==> config.mk <==
export PLATFORM = sky130hd
export DESIGN_NAME = anton_neopixel_stream
export DESIGN_NICKNAME = d
export VERILOG_FILES = /design/src/rtl/anton_neopixel_stream.sv
export SDC_FILE = /design/constraint.sdc
export NUM_CORES = 1
export LEC_CHECK = 0
export ABC_AREA = 1
export CAP_MARGIN = 20
export CORE_AREA = 2 2 138 140
export DETAILED_ROUTE_END_ITERATION = 8
export DIE_AREA = 0 0 140 142
export PLACE_DENSITY = 0.75
export SYNTH_ARGS = -nofsm -noshare
export SYNTH_HDL_FRONTEND = slang
export SYNTH_SLANG_ARGS = --single-unit
==> constraint.sdc <==
create_clock -name CLK_10MHZ -period 2.3 [get_ports CLK_10MHZ]
set_clock_uncertainty 0.15 [all_clocks]
set_input_delay 0.575 -clock CLK_10MHZ [delete_from_list [all_inputs] [get_ports CLK_10MHZ]]
set_output_delay 0.575 -clock CLK_10MHZ [all_outputs]
set_load 0.01 [all_outputs]
==> src/rtl/anton_neopixel_stream.sv <==
// WS2812-style LED chain driver: 24-bit pixel buffer streamed MSB first,
// followed by a low latch gap; optional continuous looping.
module anton_neopixel_stream #(
    parameter int PIXELS       = 8,
    parameter int ADDR_W       = 3,
    parameter int CYCLES_BIT   = 12,
    parameter int CYCLES_T0H   = 3,
    parameter int CYCLES_T1H   = 8,
    parameter int CYCLES_RESET = 500
) (
    input  logic              CLK_10MHZ,
    input  logic              RESET_N,
    input  logic              WR_EN,
    input  logic [ADDR_W-1:0] WR_ADDR,
    input  logic [23:0]       WR_DATA,
    input  logic              START,
    input  logic              LOOP,
    output logic              BUSY,
    output logic              DONE,
    output logic              NEO_DATA,
    output logic [1:0]        STATE
);

    localparam int TICK_W = $clog2(CYCLES_BIT);
    localparam int GAP_W  = (CYCLES_RESET > 1) ? $clog2(CYCLES_RESET) : 1;
    localparam int IDX_W  = (PIXELS > 1) ? $clog2(PIXELS) : 1;

    localparam logic [TICK_W-1:0] TICK_LAST = TICK_W'(CYCLES_BIT - 1);
    localparam logic [TICK_W-1:0] T0H       = TICK_W'(CYCLES_T0H);
    localparam logic [TICK_W-1:0] T1H       = TICK_W'(CYCLES_T1H);
    localparam logic [GAP_W-1:0]  GAP_LAST  = GAP_W'(CYCLES_RESET - 1);
    localparam logic [IDX_W-1:0]  PIX_LAST  = IDX_W'(PIXELS - 1);

    if (!(CYCLES_T0H > 0 && CYCLES_T0H < CYCLES_T1H &&
          CYCLES_T1H < CYCLES_BIT && CYCLES_RESET >= 1)) begin : g_bad_timing
        $error("anton_neopixel_stream: illegal bit timing parameters");
    end
    if (PIXELS < 1 || PIXELS > 256 || (2 ** ADDR_W) < PIXELS) begin : g_bad_size
        $error("anton_neopixel_stream: illegal PIXELS/ADDR_W");
    end

    typedef enum logic [1:0] {
        S_IDLE = 2'd0,
        S_TX   = 2'd1,
        S_RST  = 2'd2
    } state_t;

    state_t            r_state;
    state_t            w_next;
    logic [23:0]       r_mem [0:PIXELS-1];
    logic [23:0]       r_shift;
    logic [TICK_W-1:0] r_tick;
    logic [4:0]        r_bit;
    logic [IDX_W-1:0]  r_pix;
    logic [GAP_W-1:0]  r_gap;
    logic              r_neo;

    logic              w_wr_ok;
    logic [IDX_W-1:0]  w_wr_idx;
    logic [IDX_W-1:0]  w_pix_nxt;
    logic              w_tick_end;
    logic              w_bit_end;
    logic              w_frame_end;
    logic              w_gap_end;
    logic              w_load0;
    logic [TICK_W-1:0] w_thr;

    assign w_wr_ok     = {1'b0, WR_ADDR} < (ADDR_W + 1)'(PIXELS);
    assign w_wr_idx    = WR_ADDR[IDX_W-1:0];
    assign w_pix_nxt   = r_pix + 1'b1;
    assign w_tick_end  = (r_tick == TICK_LAST);
    assign w_bit_end   = w_tick_end && (r_bit == 5'd0);
    assign w_frame_end = w_bit_end && (r_pix == PIX_LAST);
    assign w_gap_end   = (r_gap == GAP_LAST);
    assign w_thr       = r_shift[23] ? T1H : T0H;

    always_ff @(posedge CLK_10MHZ) begin
        if (WR_EN && w_wr_ok) begin
            r_mem[w_wr_idx] <= WR_DATA;
        end
    end

    always_ff @(posedge CLK_10MHZ or negedge RESET_N) begin
        if (!RESET_N) begin
            r_state <= S_IDLE;
        end else begin
            r_state <= w_next;
        end
    end

    always_comb begin
        w_next  = r_state;
        w_load0 = 1'b0;
        unique case (r_state)
            S_IDLE: begin
                if (START) begin
                    w_next  = S_TX;
                    w_load0 = 1'b1;
                end
            end
            S_TX: begin
                if (w_frame_end) begin
                    w_next = S_RST;
                end
            end
            S_RST: begin
                if (w_gap_end) begin
                    w_next  = LOOP ? S_TX : S_IDLE;
                    w_load0 = LOOP;
                end
            end
            default: w_next = S_IDLE;
        endcase
    end

    // Each pixel is fetched from the buffer only as its first bit begins.
    always_ff @(posedge CLK_10MHZ or negedge RESET_N) begin
        if (!RESET_N) begin
            r_shift <= '0;
            r_tick  <= '0;
            r_bit   <= '0;
            r_pix   <= '0;
        end else if (w_load0) begin
            r_shift <= r_mem[0];
            r_tick  <= '0;
            r_bit   <= 5'd23;
            r_pix   <= '0;
        end else if (r_state == S_TX) begin
            if (!w_tick_end) begin
                r_tick <= r_tick + 1'b1;
            end else begin
                r_tick <= '0;
                if (r_bit != 5'd0) begin
                    r_bit   <= r_bit - 1'b1;
                    r_shift <= {r_shift[22:0], 1'b0};
                end else if (!w_frame_end) begin
                    r_bit   <= 5'd23;
                    r_pix   <= w_pix_nxt;
                    r_shift <= r_mem[w_pix_nxt];
                end
            end
        end
    end

    always_ff @(posedge CLK_10MHZ or negedge RESET_N) begin
        if (!RESET_N) begin
            r_gap <= '0;
            r_neo <= 1'b0;
        end else begin
            r_neo <= (r_state == S_TX) && (r_tick < w_thr);
            if (r_state == S_RST && !w_gap_end) begin
                r_gap <= r_gap + 1'b1;
            end else begin
                r_gap <= '0;
            end
        end
    end

    assign NEO_DATA = r_neo;
    assign BUSY     = (r_state != S_IDLE);
    assign DONE     = (r_state == S_RST) && w_gap_end;
    assign STATE    = r_state;

endmodule

==> results.md <==
* Initial antenna violation count at 0
* # port buffers at 36
* Post-layout util at between 60 and 70%
* Critical Path AT at ~1.5 ns
* Rows at 50
* Worst Tran Pin Value at 0.749 ns
* DRT antenna net count at 0
* Hold Violations, Final at 0
* RR Endpoint: r_shift[19]
* Status: complete, but fails checks
* Most frequent CP cell: nand2_2
* CP Class: flip-flop to output port
* Detailed-route wire length per cell at between 15 and 20 um
* Gpl congestion at ~0.8
* Proportion of layout cells with a drive suffix above 1 at around 11%
* Slew Viols, Final at 0
* FF-to-FF Start: r_pix[0]
* Total track usage at approximately 22%
* Maximum fanout along the worst path at 2
* Largest net degree at the start of global routing at between 60 and 70
* Worst Hold End: r_pix[1]
* Fin area at between 10000 and 15000 sq um
* Synth area leaders: edfxtp_1, dfrtp_1, nand2_1
* Vias at 7386
* Pwr Total at 8.80 mW
* Initial Utilization at between 50% and 60%
* Ys Warns at 0
* Leak at approximately 4.7 nW
* Final Cycle Share at a little over nine tenths
* Top cell type's share of synthesized area at 55.3%
* Switch share at between 10% and 20%
* Syn-to-layout area delta at 16.0%
* Drt via density at between 5 and 6
* Critical Path Sink Type: output port
* First-pass GRT wire length at about 36000 um
* Final WL at roughly 22000 um
* Area of the die at 19900 sq um
* Post-DP Area at 11200 sq um
* Post-synth top area cell: edfxtp_1
* Syn Std Cell Area at around 10000 sq um
* Sequential-to-total area share from yosys stat at 66.9%
* CP peak stage delay at approximately 0.37 ns
* Synthesized instance count at about 1000
* Residual DRC at 2
* Asr flop ratio synth at 20.0%
* Combinational Power Share at under 10%
* Violated checks: design-rule violations
* P_int at 7.06 mW
* F_max at about 0.45 GHz
* Hold_sp: r_pix[1]
* Clock power share at 42.2%
* Vias in the first global route at just over 7000
* Placed insts at ~1200
* Num CTS Buffers at 25
* #FFs+latches synth at 240
* Antenna Cells at 0
* Hold crit path type: flip-flop to flip-flop
* Power density over the cells at ~730 nW/um^2
* DP HPWL at ~13000 um
* Root buffer cell: clkbuf_16
* Most frequent cells in the layout: nand2_1, nand3_1, edfxtp_1
* Synth Area per Inst at between 10 and 15 sq um
* Crit path cell chain: ha_2 -> nand2_2 -> nor2_4 -> nand2_2 -> nor3_2 -> buf_2
* Primary FF master, synth: edfxtp_1
* # setup viols final at 0
* Worst hold margin at around 0.34 ns
* Crit path max-delay family: flip-flops
* DR iter-0 viols at ~700
* Core area at around 18000 sq um
* Final global-route overflow total at 0
* EDFF count, synth at 192
* Worst-path clk slew at approximately 0.06 ns
* Worst skew pair latency at 0.52 ns
* Worst hold stages at 2
* Flop pwr share at around 55%
* Worst R2R Path Depth at 10
* Rel. slew slack at around half
* I/O pins at 37
* Die H at 142 um
* Deepest clock path buffer count at 3
* RSZ-0062 raised after global routing: true
* NetSw at around 1.7 mW
* Worst VDD drop at 0.000749 V
* H-Tree Depth at 1
* Critical Path RT at approximately 1.6 ns
* CP max stage cell: dfrtp_1
* Worst reg2reg setup slack at around 0.22 ns
* Post-synth net total at roughly 1000
* Crit path launch type: flip-flop
* Count of different cell masters after synthesis at 31
* Final nets at between 1000 and 1500
* Die Wd at roughly 140 um
* Maximum capacitance violations at 0
* CTS tree: done
* CTS sink count at 240
* Fin crit period at roughly 2.2 ns
* Cell Count, Final, Fillers Out at around 1300
* WP buf/inv at 1
* Iteration count of the initial detailed-routing pass at 7
* Most common cell after layout, fill and taps aside: nand2_1
-- final cells by class --
cell class,count,area (sq um)
Timing Repair Buffer,80,870
Multi-Input combinational cell,675,3090
Sequential cell,240,6970
Fill cell,1315,6370
Inverter,26,97.6
Tap cell,234,293
Clock inverter,13,93.8
Clock buffer,33,666
-- worst register-to-register path: stages (launching register included) --
cell and delay, ns:
dfrtp_2 0.43, ha_1 0.21, ha_1 0.32, inv_1 0.10
buf_4 0.28, nand3_1 0.13, nand2_1 0.10, nand3_1 0.10
nand2_1 0.09, nor2_1 0.04, nor2_1 0.07
-- worst max path at each step --
stage,from,end,cells past startpoint
5_1_grt,r_gap[0],DONE,6
3_5_place_dp,r_gap[1],DONE,6
4_1_cts,r_gap[0],DONE,6
6_report,r_gap[0],DONE,6
2_1_floorplan,WR_ADDR[0],r_mem[0][0],3
3_3_place_gp,r_gap[1],DONE,6
-- power by group through the flow --
stage / clock network (mW) / logic [mW] / registers, mW
after global placement: 0 / 0.230 / 4.93
after floorplan: 0 / 0.0702 / 4.93
after global routing: 3.93 / 0.264 / 4.85
final: 3.72 / 0.236 / 4.84
after CTS: 3.77 / 0.240 / 4.84
after detailed placement: 0 / 0.237 / 4.93
-- per-stage QoR --
step	setup TNS, ns	setup slack, ns
2_1_floorplan	0	0.00458
3_3_place_gp	0	0.0967
3_5_place_dp	0	0.102
4_1_cts	0	0.0142
5_1_grt	-0.0271	-0.0271
6_report	0	0.0636
-- flip-flops by register name (all words and copies together) (netlist names) --
signal and cells:
r_mem 192, r_shift 24, STATE 2, r_pix 3, NEO_DATA 1, r_gap 9, r_tick 4, r_bit 5
-- synthesized netlist by cell type, drive strengths merged, types with 4 or more instances --
master  number
buf         42
inv         25
ha           8
nand2      311
edfxtp     192
nor3         5
clkbuf      15
o21ai       13
nand4        4
nor2        98
dfrtp       48
nand3      224
-- cell families after synthesis --
family / share of synthesized area (%)
xor gates and xnor gates: 0.336
buffers and inverters: 3.83
adders and majority gates: 0.961
and+or+nand+nor: 27.0
DFF: 66.9
AOI/OAI and AO/OA: 0.973
-- routing by layer --
metal	track usage (%)	vias to the layer above	share of wire (%)
met3	3.36	30	7.8
met2	36.3	323	47
met4	7.76	0	1.7
li1	-	3516	-
met1	31.7	3517	44
met5	0	-	0
-- what timing repair did --
item	in CTS	in global routing
pin swaps	2	2
setup endpoints to repair	2	1
hold buffers	1	0
buffers inserted	6	2
hold endpoints to repair	18	0
gates resized for setup	9	3
Power figures use the tool's default switching activity.
==> RTL change (same flow settings) <==
Put a register stage on the outputs `BUSY` and `DONE`, with the module's reset. The values now appear one clock later. The other outputs are not delayed to match.
--- a/src/rtl/anton_neopixel_stream.sv
+++ b/src/rtl/anton_neopixel_stream.sv
@@ -157,8 +157,15 @@
     end
 
     assign NEO_DATA = r_neo;
-    assign BUSY     = (r_state != S_IDLE);
-    assign DONE     = (r_state == S_RST) && w_gap_end;
+    always_ff @(posedge CLK_10MHZ or negedge RESET_N) begin
+        if (!RESET_N) begin
+            BUSY <= '0;
+            DONE <= '0;
+        end else begin
+            BUSY <= (r_state != S_IDLE);
+            DONE <= (r_state == S_RST) && w_gap_end;
+        end
+    end
     assign STATE    = r_state;
 
 endmodule
Formal check against the unedited RTL: not equivalent (a bounded check fails within 4 cycles, from zero or initial values and one cycle with RESET_N low).
==> RTL change against the original RTL <==
- the run still ends with DRC left
- largest power group unchanged
- setup slack better by 25 ps
- cell count is 0.85% lower
- sequential cell count is 2 higher
- routed wire length hardly changed
- power is 6.4% higher
- global-route usage is 0.090 points higher
- sequential share of layout area hardly changed
- critical path type unchanged
- die area stayed put
- synthesized area is 0.48% higher
- cell area is 0.75% higher
==> RTL change: results (changes against the original RTL) <==
crit_path_max_fanout: 5  # +3
grt_usage_pct: 22.5  # +0.090 points
bufAreaShareNonClock_pct: 6.64  # -0.56 points
ys_seq_area_share_pct: 67.0  # +0.16 points
synth-async-reset-ratio_pct: 20.7  # +0.66 points
globalplace.congestion: 0.832  # +1.4%
wl_met1_um: 9530  # +0.20%
p_leak_nw: 4.70  # +0.70%
worst_hold_slack_ps: 340  # +1.63 ps
numCtsBuffers: 26  # +4.0%
relSlewSlack_pct: 67.3  # +17 points
clockBufferCount: 29  # -12%
drt_iter0_drc: 593  # -16%
vias_per_cell: 5.59  # -1.6%
rr_endpoint: "r_shift[16]"
grt_pass1_wl_um: 35500  # -0.48%
drive_gt1_share_pct: 9.94  # -1.3 points
multi_input_area_share_pct: 25.3  # -0.35 points
dr.max_layer_used: "met4"
hpwl_um: 13000  # +0.14%
yosys-top-cells-count: "nand2_1, nand3_1, edfxtp_1"
crit_path_end: "STATE[0]"
wl_met3_um: 1480  # -14%
worst-endpoint-arrival_ps: 1490  # -20 ps
min_to: "r_pix[2]"
fill_cells: 1323  # +0.61%
ir_worst_vdd_v: 0.000677  # -9.5%
met2_length_um: 10400  # +1.3%
outcome: "complete, but fails checks"
seqAreaFraction_pct: 57.7  # about the same
yosysUniqueCellTypes: 31  # unchanged
grt_max_degree: 97  # +41%
cp_top_family: "buffers and inverters"
clock_sinks: 242  # +0.83%
gr-usage-met1_pct: 32.4  # +0.64 points
post-cts-setup-buffers: 0  # -6
max_stage_delay_ps: 550  # +180 ps
drc_errors: 2  # unchanged
hp-class: "reg2reg"
hp-start: "r_pix[2]"
clk_share_pct: 7.24  # +0.95 points
use_met3_pct: 2.99  # -0.37 points
startpoint: "STATE[0]"
violations: "DRC"
routed_wl_um: 21900  # about the same
first_pass_iters: 8  # +1
finish.net_count: 1077  # -1.0%
synth_area_leaders: "edfxtp_1, dfrtp_1, nand2_1, nand3_1, nor2_1"
cpMaxStageDelayCell: "clkdlybuf4s50_1"
syn-num-nets: 1040  # +0.19%
post_cts_resized: 0  # -9
[RTL change: cell count changes after synthesis]
cell	before	now
dfrtp_1	48	50
[RTL change: stage by stage]
stage,power [W],std cells,setup WS (ps),area (um^2),utilization [%]
6_report,0.00936,1290,89.0,12200,66.0
5_1_grt,0.00959,1290,4.88,12200,66.0
4_1_cts,0.00940,1290,17.2,12200,66.0
3_5_place_dp,0.00521,1242,185,11300,61.1
3_3_place_gp,0.00520,1242,201,11300,61.1
2_1_floorplan,0.00503,1000,4.58,10500,-
[RTL change: cell families (layout without fill, tap and decap cells)]
group	Yosys count	after routing	synth area share, %
adders and majority gates	8	8	0.956
and+or+nand+nor	644	644	26.9
xor gates and xnor gates	4	4	0.335
buffers and inverters	83	139	3.81
DFF	242	242	67.0
AOI/OAI and AO/OA	19	19	0.968
[RTL change: power by group]
group | switching (W) | internal, W
combinational | 0.000145 | 0.0000912
sequential | 0.0000299 | 0.00485
clock | 0.00166 | 0.00259
